==> src/rtl/memory_arbiter.sv <==
// Memory-side arbiter: serialises instruction fetches and data accesses onto a
// single-ported RAM, returning one-cycle hit pulses with load data.
module memory_arbiter #(
    parameter int WORD_W  = 32,
    parameter int TIMEOUT = 64
) (
    input  logic              CLK,
    input  logic              nRST,
    input  logic              imemREN,
    input  logic [WORD_W-1:0] imemaddr,
    input  logic              dmemREN,
    input  logic              dmemWEN,
    input  logic [WORD_W-1:0] dmemaddr,
    input  logic [WORD_W-1:0] dmemstore,
    output logic              ihit,
    output logic [WORD_W-1:0] imemload,
    output logic              dhit,
    output logic [WORD_W-1:0] dmemload,
    output logic              ramREN,
    output logic              ramWEN,
    output logic [WORD_W-1:0] ramaddr,
    output logic [WORD_W-1:0] ramstore,
    input  logic [WORD_W-1:0] ramload,
    input  logic [1:0]        ramstate,
    output logic              memerr
);

    localparam int CNT_W = $clog2(TIMEOUT + 1);
    localparam logic [CNT_W-1:0] CNT_LAST = CNT_W'(TIMEOUT - 1);
    localparam logic [1:0] RAM_ACCESS = 2'd2;
    localparam logic [1:0] RAM_ERROR  = 2'd3;

    typedef enum logic [1:0] {IDLE, DACC, IACC, ERR} state_t;

    state_t            state, state_n;
    logic              ifirst, ifirst_n;
    logic [CNT_W-1:0]  count, count_n;
    logic [WORD_W-1:0] addr_q, addr_n;
    logic [WORD_W-1:0] store_q, store_n;
    logic              wflag_q, wflag_n;

    always_ff @(posedge CLK or negedge nRST) begin
        if (!nRST) begin
            state   <= IDLE;
            ifirst  <= 1'b0;
            count   <= '0;
            addr_q  <= '0;
            store_q <= '0;
            wflag_q <= 1'b0;
        end else begin
            state   <= state_n;
            ifirst  <= ifirst_n;
            count   <= count_n;
            addr_q  <= addr_n;
            store_q <= store_n;
            wflag_q <= wflag_n;
        end
    end

    // Data wins in IDLE unless the previous grant was data and a fetch waits.
    always_comb begin
        state_n  = state;
        ifirst_n = ifirst;
        count_n  = count;
        addr_n   = addr_q;
        store_n  = store_q;
        wflag_n  = wflag_q;
        ihit     = 1'b0;
        dhit     = 1'b0;
        ramREN   = 1'b0;
        ramWEN   = 1'b0;
        case (state)
            IDLE: begin
                if ((dmemREN || dmemWEN) && !(ifirst && imemREN)) begin
                    state_n  = DACC;
                    addr_n   = dmemaddr;
                    store_n  = dmemstore;
                    wflag_n  = dmemWEN;
                    count_n  = '0;
                    ifirst_n = 1'b0;
                end else if (imemREN) begin
                    state_n  = IACC;
                    addr_n   = imemaddr;
                    wflag_n  = 1'b0;
                    count_n  = '0;
                    ifirst_n = 1'b0;
                end
            end
            DACC: begin
                ramWEN = wflag_q;
                ramREN = !wflag_q;
                if (ramstate == RAM_ACCESS) begin
                    dhit     = 1'b1;
                    state_n  = IDLE;
                    ifirst_n = 1'b1;
                end else if (ramstate == RAM_ERROR || count == CNT_LAST) begin
                    state_n = ERR;
                end else begin
                    count_n = count + CNT_W'(1);
                end
            end
            IACC: begin
                ramREN = 1'b1;
                if (ramstate == RAM_ACCESS) begin
                    ihit    = 1'b1;
                    state_n = IDLE;
                end else if (ramstate == RAM_ERROR || count == CNT_LAST) begin
                    state_n = ERR;
                end else begin
                    count_n = count + CNT_W'(1);
                end
            end
            ERR: begin
                state_n = ERR;
            end
            default: begin
                state_n = IDLE;
            end
        endcase
    end

    assign ramaddr  = addr_q;
    assign ramstore = store_q;
    assign imemload = ramload;
    assign dmemload = ramload;
    assign memerr   = (state == ERR);

endmodule

==> config.mk <==
export PLATFORM = sky130hd
export DESIGN_NAME = memory_arbiter
export DESIGN_NICKNAME = d
export VERILOG_FILES = /design/src/rtl/memory_arbiter.sv
export SDC_FILE = /design/constraint.sdc
export NUM_CORES = 1
export LEC_CHECK = 0
export ABC_AREA = 1
export CAP_MARGIN = 20
export CORE_ASPECT_RATIO = 0.75
export CORE_UTILIZATION = 37
export CTS_CLUSTER_DIAMETER = 100
export CTS_CLUSTER_SIZE = 24
export DETAILED_ROUTE_END_ITERATION = 8
export GPL_TIMING_DRIVEN = 0
export PLACE_DENSITY = 0.78
export SETUP_SLACK_MARGIN = 0.3
export SYNTH_ARGS = -nofsm -noshare
export SYNTH_HDL_FRONTEND = slang
export SYNTH_SLANG_ARGS = --single-unit
==> constraint.sdc <==
create_clock -name CLK -period 2.01 [get_ports CLK]
set_input_delay 0.3015 -clock CLK [delete_from_list [all_inputs] [get_ports CLK]]
set_output_delay 0.3015 -clock CLK [all_outputs]
set_load 0.02 [all_outputs]
Word level (Yosys, flattened, before mapping)
Cells that the tools add are included.

Bits of input ports: 135. Output and inout bits: 133. Word-level logic and storage cells: 56. Flip-flop bits (word level): 75.

Equality and inequality tests: 11. Muxes and demuxes: 22. Reduce and logical (&&, ||, !) cells: 16. Add/sub/neg operators: 1.

Operator list (count): two-way mux 32 bit (2); two-way mux 7 bit (4); case mux 7 bit (2 select lines) (1); equality test 2 bit, second input constant (4); two-way mux 1 bit (8); two-way mux 2 bit (4); adder 7 x 1 -> 7 bit, second input constant (1); equality test 7 x 6 -> 1 bit, second input constant (1); != test 2 bit, second input constant (3); case mux 2 bit (3 select lines) (1); AND reduction 2 bit (3); nonzero test 2 bit (3); case mux 1 bit (2 select lines) (2); AND reduction 4 bit (1); != test 3 x 1 -> 1 bit, second input constant (1); != test 3 bit, second input constant (1); AND reduction 3 bit (1); equality test 2 x 1 -> 1 bit, second input constant (1); logical AND 1 bit (2); logical NOT 1 bit (2); logical NOT 2 bit (1); logical OR 1 bit (2); OR reduction 2 bit (1).

Logic depth before layout (Yosys ltp)
Gate-level depths: netlist (run 1).

Depth after elaboration: 5. Gate-level depth with buffers: 11. Gate-level depth less buffers: 10.

Least setup slack after synthesis (run 1)
OpenSTA, ideal clock, no wires.

Path type: register to output. Start: reg state[0]. End: out ramREN. Setup slack: 489 ps. Required time: 1709 ps. Arrival time: 1219 ps. Stages on the path, launching flop included: 5. Buffers on the path: 0. Cells stage by stage: dfrtp_1 > inv_1 > ha_1 > inv_1 > a21oi_1.

Cells in the longest elaborated chain, start to end: 2. Elaborated cells between the ends (all ways): 3. Those cells by class: eq/ne: 2; mux: 1.

Ends and longest elaborated chain: start, declared (line 35) `state_t state, state_n;`; start signal, assigned (line 51) `state <= state_n;`; equality test 2 bit / equality test 2 x 1 -> 1 bit (equally long branches) (line 72) `case (state)`; case mux 1 bit (2 select lines) (*) (line 72); end, declared (line 19) `output logic ramREN,`.

Every way passes the cells marked *; elsewhere a longest branch is shown, timed or not.

Worst setup path after layout (run 1)
Start: reg state[0]. End: out memerr.

Cells in the longest elaborated chain, start to end: 1.

Ends and longest elaborated chain: equality test 2 bit (line 126) `assign memerr = (state == ERR);`; end, declared (line 25) `output logic memerr`.

No other way between the ends.

==> results of run 1 <==
power breakdown:
part | total [mW] | internal [mW] | switching (mW) | leakage, nW
clock | 1.82 | 1.20 | 0.615 | 0.159
sequential | 2.62 | 2.23 | 0.389 | 0.930
combinational | 5.57 | 2.54 | 3.03 | 2.31
metal layers:
metal / share of wire / up-vias / GRT usage
li1: - / 2042 / -
met1: 0.42 / 1929 / 0.271
met2: 0.49 / 152 / 0.387
met3: 0.070 / 14 / 0.0579
met4: 0.014 / 0 / 0.0615
met5: 0 / - / 0
cells in the final DEF (no fill, tap or decap), types with 4 or more instances in the layout:
cell,n
buf_2,5
buf_4,81
buf_6,6
clkbuf_1,5
clkbuf_16,9
clkdlybuf4s50_1,229
dfrtp_1,75
ha_1,4
inv_1,17
inv_2,5
nand2_1,181
nand3_1,37
nor2_1,7
o211ai_1,25
o211ai_2,7
o21ai_0,5
or2_2,33
worst paths after layout:
path	slack, ns	to	cells past startpoint
setup reg to reg	0.40	ramaddr[31]$_DFFE_PN0P_	9
hold reg to reg	0.47	ramstore[9]$_DFFE_PN0P_	2
hold / removal	0.47	ramstore[9]$_DFFE_PN0P_	2
setup / recovery	0.32	memerr	3
max in group asynchronous	0.95	ramaddr[26]$_DFFE_PN0P_	3
min in group asynchronous	0.49	count[0]$_DFFE_PN0P_	2
kinds of logic (layout without fill, tap and decap cells):
group | count (synthesis) | in the layout | share of synthesized area
buf+inv | 110 | 371 | 0.168
flops | 75 | 75 | 0.455
compound gates | 43 | 44 | 0.0855
fa+ha+maj | 6 | 6 | 0.0182
simple gates | 264 | 264 | 0.273
registers in the layout, summed over array words and instances, names as in the netlist:
signal    flops
ramaddr      32
ifirst        1
state         2
wflag_q       1
ramstore     32
count         7
worst register-to-register path, stage by stage, from the launching register on:
cell and delay, ns:
dfrtp_1 0.39, inv_2 0.12, ha_4 0.15, buf_6 0.13, inv_1 0.08, a21oi_4 0.22
inv_2 0.11, buf_6 0.16, nand2_1 0.07, nand2_1 0.06
through the flow:
stage	total power, mW	area, um^2	utilization
floorplan	5.48	4130	-
global placement	7.69	6650	0.629
detailed placement	7.85	6670	0.631
CTS	9.80	7040	0.666
global route	10.7	7150	0.676
finish	10.0	7150	0.676
layout make-up:
| cell class | instances | area share |
|---|---|---|
| repair buffers | 246 | 0.341 |
| flip-flops and latches | 75 | 0.263 |
| multi-input cells | 314 | 0.225 |
| plain buffers | 87 | 0.0895 |
| clock buffers | 10 | 0.0320 |
| well taps | 136 | 0.0238 |
| clock inverters | 5 | 0.0144 |
| inverters | 23 | 0.0124 |
what timing repair did:
item,4_1_cts,5_1_grt
buffers inserted,4,5
gates resized for setup,27,23
hold buffers,1,0
endpoints found under the setup margin,43,58
gates cloned,0,1
pin swaps,0,2
endpoints found under the hold margin,39,0
==> flow_summary.ini, run 1 <==
[clock_tree]
cts_tree = built
ctsRootBufferMaster = clkbuf_16
cts.sinks = 75
clk-insertion-delay-late_ns = 0.33
clockBufferDepth = 2
cts_made_buffers = 9
cts.clk_slew.worst_paths_ns = 0.06
cts_htree_levels = 3

[global_route]
grt_overflow = 0
grt_usage = 0.223
antenna_found_initial = 0
grt_start_max_net_pins = 41
grt_pass1_wl_um = 19800
grt_pass1_vias = 4060

[synth]
synth.largest_area_cell = dfrtp_1
synth_edf_count = 0
synth.top_cell.area_share = 0.455
synth_area_leaders = dfrtp_1 45%, nand2_1 17%, buf_4 12%
syn_inst = 498
syn_area_um2 = 4130
synth_most_common_cell = nand2_1
synth.distinct_cells = 22
ys_warn_count = 0
mappedNetlistNets = 639
ys_seq_area_frac = 0.455
synth-main-ff-cell = dfrtp_1
async_flop_share = 1.00
avgSynthCellArea_um2 = 8.29
ys_top_cells_by_count = 183 x nand2_1, 75 x dfrtp_1, 68 x buf_4
synth_seq_cells = 75

[placed_design]
dpl.hpwl_um = 10100
numPortBuffers = 235
placedCellCount = 870
place_congestion = 0.798
pre_cts_slack_ns = -0.0105

[routing]
ant_nets = 0
drc = 0
routed_wl_um = 13200
first_pass_iters = 5
dr.first_iter.drc_count = 129
num_vias = 4137
wire_per_inst_um = 14.7
viasPerCell = 4.62

[cells_and_area]
ff_latch_area_um2 = 1880
nNetsFinal = 897
antennaDiodeCount = 0
area_delta_synth_final_pct = 73.2
n_fill_cell = 825
layout-drive-gt1-share = 0.220
stdcell_count = 896
multi_input_area_um2 = 1610

[timing]
final-setup-viol-count = 0
max_slew_margin = 0.645
fin_ws_ns = 0.318
hold_violations = 0
period_needed_ns = 1.69
tightestPinTransition_ns = 0.532
whs_ns = 0.471
clock_skew_ns = 0.00397
finalSetupTns_ns = 0
rsz0062_at_grt = true
max_freq_mhz = 591
fin_crit_sh = 0.842
slew_violations = 0

[worst_setup_path]
reg2reg_from = state[1]$_DFFE_PN0P_
crit_chain = buf_4 > ha_1 > clkdlybuf4s15_2
crit_slowest_cell = dfrtp_1
cp_max_fo = 3
slowest_delay_ns = 0.40
crit_path_start = state[0]$_DFFE_PN0P_
crit_arrival_ns = 1.39
crit_path_start_kind = register
crit_family = buffers and inverters
cp.required_ns = 1.71
critPathKind = register to output port
path_buf_inv = 2
cp-end-kind = output port

[min_path]
hp-start = ramstore[9]$_DFFE_PN0P_
hold_class = register to register

[floorplanning]
die_h_um = 93.5
die-width_um = 124
core-area_um2 = 10600
start_util = 0.390
rows = 32
ios = 268
die-area_um2 = 11600

[outcome]
status = complete, no violations

[power]
ir_worst_vdd_mv = 0.941
power_leakage_nw = 3.40
p_per_area_nw_per_um2 = 1400

[run]
drv_cap = 0
(Power assumes the default switching activity.)
==> run 2: changes to the inputs <==
--- a/config.mk
+++ b/config.mk
@@ -8,12 +8,12 @@
 export ABC_AREA = 1
 export CAP_MARGIN = 20
 export CORE_ASPECT_RATIO = 0.75
-export CORE_UTILIZATION = 37
+export CORE_UTILIZATION = 33
 export CTS_CLUSTER_DIAMETER = 100
 export CTS_CLUSTER_SIZE = 24
 export DETAILED_ROUTE_END_ITERATION = 8
 export GPL_TIMING_DRIVEN = 0
-export PLACE_DENSITY = 0.78
+export PLACE_DENSITY = 0.73
 export SETUP_SLACK_MARGIN = 0.3
 export SYNTH_ARGS = -nofsm -noshare
 export SYNTH_HDL_FRONTEND = slang
==> constraint.sdc (replaced) <==
create_clock -name CLK -period 1.55 [get_ports CLK]
set_input_delay 0.2325 -clock CLK [delete_from_list [all_inputs] [get_ports CLK]]
set_output_delay 0.2325 -clock CLK [all_outputs]
set_load 0.02 [all_outputs]
==> flow_summary.ini, run 2 (synthesis results as in run 1) <==
[outcome]
status = finished with violations
violations = setup timing

[power]
p_sw_frac = 0.429
power_leakage_nw = 3.87
p_int_mw = 8.86
ir_worst_vdd_mv = 0.876
switchingPower_mw = 6.66
p_per_area_nw_per_um2 = 1910
p_clk_frac = 0.140
seqPwrFrac = 0.227
power_frac_comb = 0.633

[cells_and_area]
stdcell_count = 958
layout_common_cells = 162 x clkdlybuf4s50_1, 117 x nand2_1, 86 x buf_4, 74 x dfrtp_1, 48 x nand2_2
antennaDiodeCount = 0
layout-drive-gt1-share = 0.480
final_util = 0.685
n_fill_cell = 899
final_common_cell = clkdlybuf4s50_1
nNetsFinal = 932
area_delta_synth_final_pct = 97.0

[routing]
viasPerCell = 4.65
num_vias = 4459
wire_per_inst_um = 15.9
drc = 0
first_pass_iters = 7
ant_nets = 0
dr.first_iter.drc_count = 153
routed_wl_um = 15300

[floorplanning]
ios = 268
die-area_um2 = 13000
die-width_um = 131
rows = 34
core-area_um2 = 11900
die_h_um = 98.8
start_util = 0.348

[worst_setup_path]
reg2reg_from = state[0]$_DFFE_PN0P_
crit_path_start_kind = register
crit_arrival_ns = 1.47
critPathKind = register to output port
cp-end-kind = output port
worst_r2r_endpoint = ramaddr[23]$_DFFE_PN0P_
cp.required_ns = 1.32
endpoint = ramREN
cp_max_fo = 3
ff2ff_path_depth = 10
rrSetupSlack_ns = -0.05
crit_path_start = state[0]$_DFFE_PN0P_

[clock_tree]
cts_htree_levels = 3
clockBufferDepth = 2
cts_made_buffers = 9
clk-insertion-delay-late_ns = 0.34
cts.sinks = 75
cts_tree = built
ctsRootBufferMaster = clkbuf_16
cts.clk_slew.worst_paths_ns = 0.06

[placed_design]
place_congestion = 0.928
placedCellCount = 896
dpl.hpwl_um = 9920
numPortBuffers = 235

[run]
drv_cap = 0

[timing]
clock_skew_ns = 0.00821
fin_crit_sh = 1.10
period_needed_ns = 1.70
final-setup-viol-count = 38
rsz0062_at_grt = true
max_freq_mhz = 588
max_slew_margin = 0.665
hold_violations = 0
fin_ws_ns = -0.150
tightestPinTransition_ns = 0.503
slew_violations = 0

[global_route]
grt_pass1_wl_um = 23500
grt_start_max_net_pins = 42
grt_overflow = 0
grt_pass1_vias = 4591
grt_usage = 0.233
antenna_found_initial = 0

[min_path]
hold_class = primary input to asynchronous set/reset pin
[run 2: critical path, cell delays in order, from the launching register on]
cell        delay [ns]
dfrtp_1           0.42
inv_2             0.08
ha_4              0.28
clkinvlp_4        0.09
a21oi_4           0.12
buf_6             0.13
[run 2: power by group through the flow]
stage	logic [mW]	clock network [mW]	registers, mW
finish	9.83	2.17	3.52
detailed placement	6.94	0	3.44
floorplan	2.91	0	4.40
CTS	9.13	2.20	3.48
global placement	6.82	0	3.38
global route	10.5	2.30	3.63
[run 2: cell type report]
cell class	instances	area, um^2	share of cell area
buffer	87	743	0.0914
clock buffer	11	243	0.0299
clock inverter	5	62.6	0.00769
inverter	23	118	0.0145
multi-input combinational	314	2110	0.260
sequential	75	1880	0.231
tap	162	203	0.0249
timing repair buffer	281	2770	0.341
[run 2: stage by stage]
step / worst slack, ns / cell area (um^2) / hold slack (ns) / power, mW / TNS (ns)
5_1_grt: -0.226 / 8130 / 0.427 / 16.4 / -3.30
4_1_cts: -0.148 / 8040 / 0.397 / 14.8 / -0.430
6_report: -0.150 / 8130 / 0.401 / 15.5 / -1.32
2_1_floorplan: 0.175 / 4190 / -0.0631 / 7.31 / 0
3_5_place_dp: -0.365 / 6770 / 0.227 / 10.4 / -19.76
3_3_place_gp: -2.46 / 6740 / 0.452 / 10.2 / -202.32
[run 2: what timing repair did]
item,CTS,global route
hold buffers,1,0
gates resized for setup,362,108
pin swaps,46,19
hold endpoints to repair,34,0
gates cloned,11,1
setup buffers,22,11
endpoints found under the setup margin,144,122
[run 2: worst min path at each step]
stage,to,from,cells after the start,slack (ns)
floorplan,count[0]$_DFFE_PN0P_,nRST,0,-0.06
finish,ramstore[28]$_DFFE_PN0P_,nRST,2,0.40
detailed placement,ramstore[28]$_DFFE_PN0P_,nRST,1,0.23
global route,wflag_q$_DFFE_PN0P_,dmemWEN,3,0.43
global placement,ramstore[14]$_DFFE_PN0P_,ramstore[14]$_DFFE_PN0P_,2,0.45
CTS,ramstore[28]$_DFFE_PN0P_,nRST,2,0.40
[run 2: per-layer routing]
metal,part of all wire,GRT usage
met3,0.055,0.0550
met1,0.41,0.270
met4,0.014,0.0697
met2,0.52,0.429
met5,0,0
==> run 3: changes to the inputs <==
--- a/config.mk
+++ b/config.mk
@@ -15,6 +15,7 @@
 export GPL_TIMING_DRIVEN = 0
 export PLACE_DENSITY = 0.73
 export SETUP_SLACK_MARGIN = 0.3
+export SLEW_MARGIN = 20
 export SYNTH_ARGS = -nofsm -noshare
 export SYNTH_HDL_FRONTEND = slang
 export SYNTH_SLANG_ARGS = --single-unit
==> results of run 3 <==
The final DEF is identical to that of run 2; final timing and power are the same.
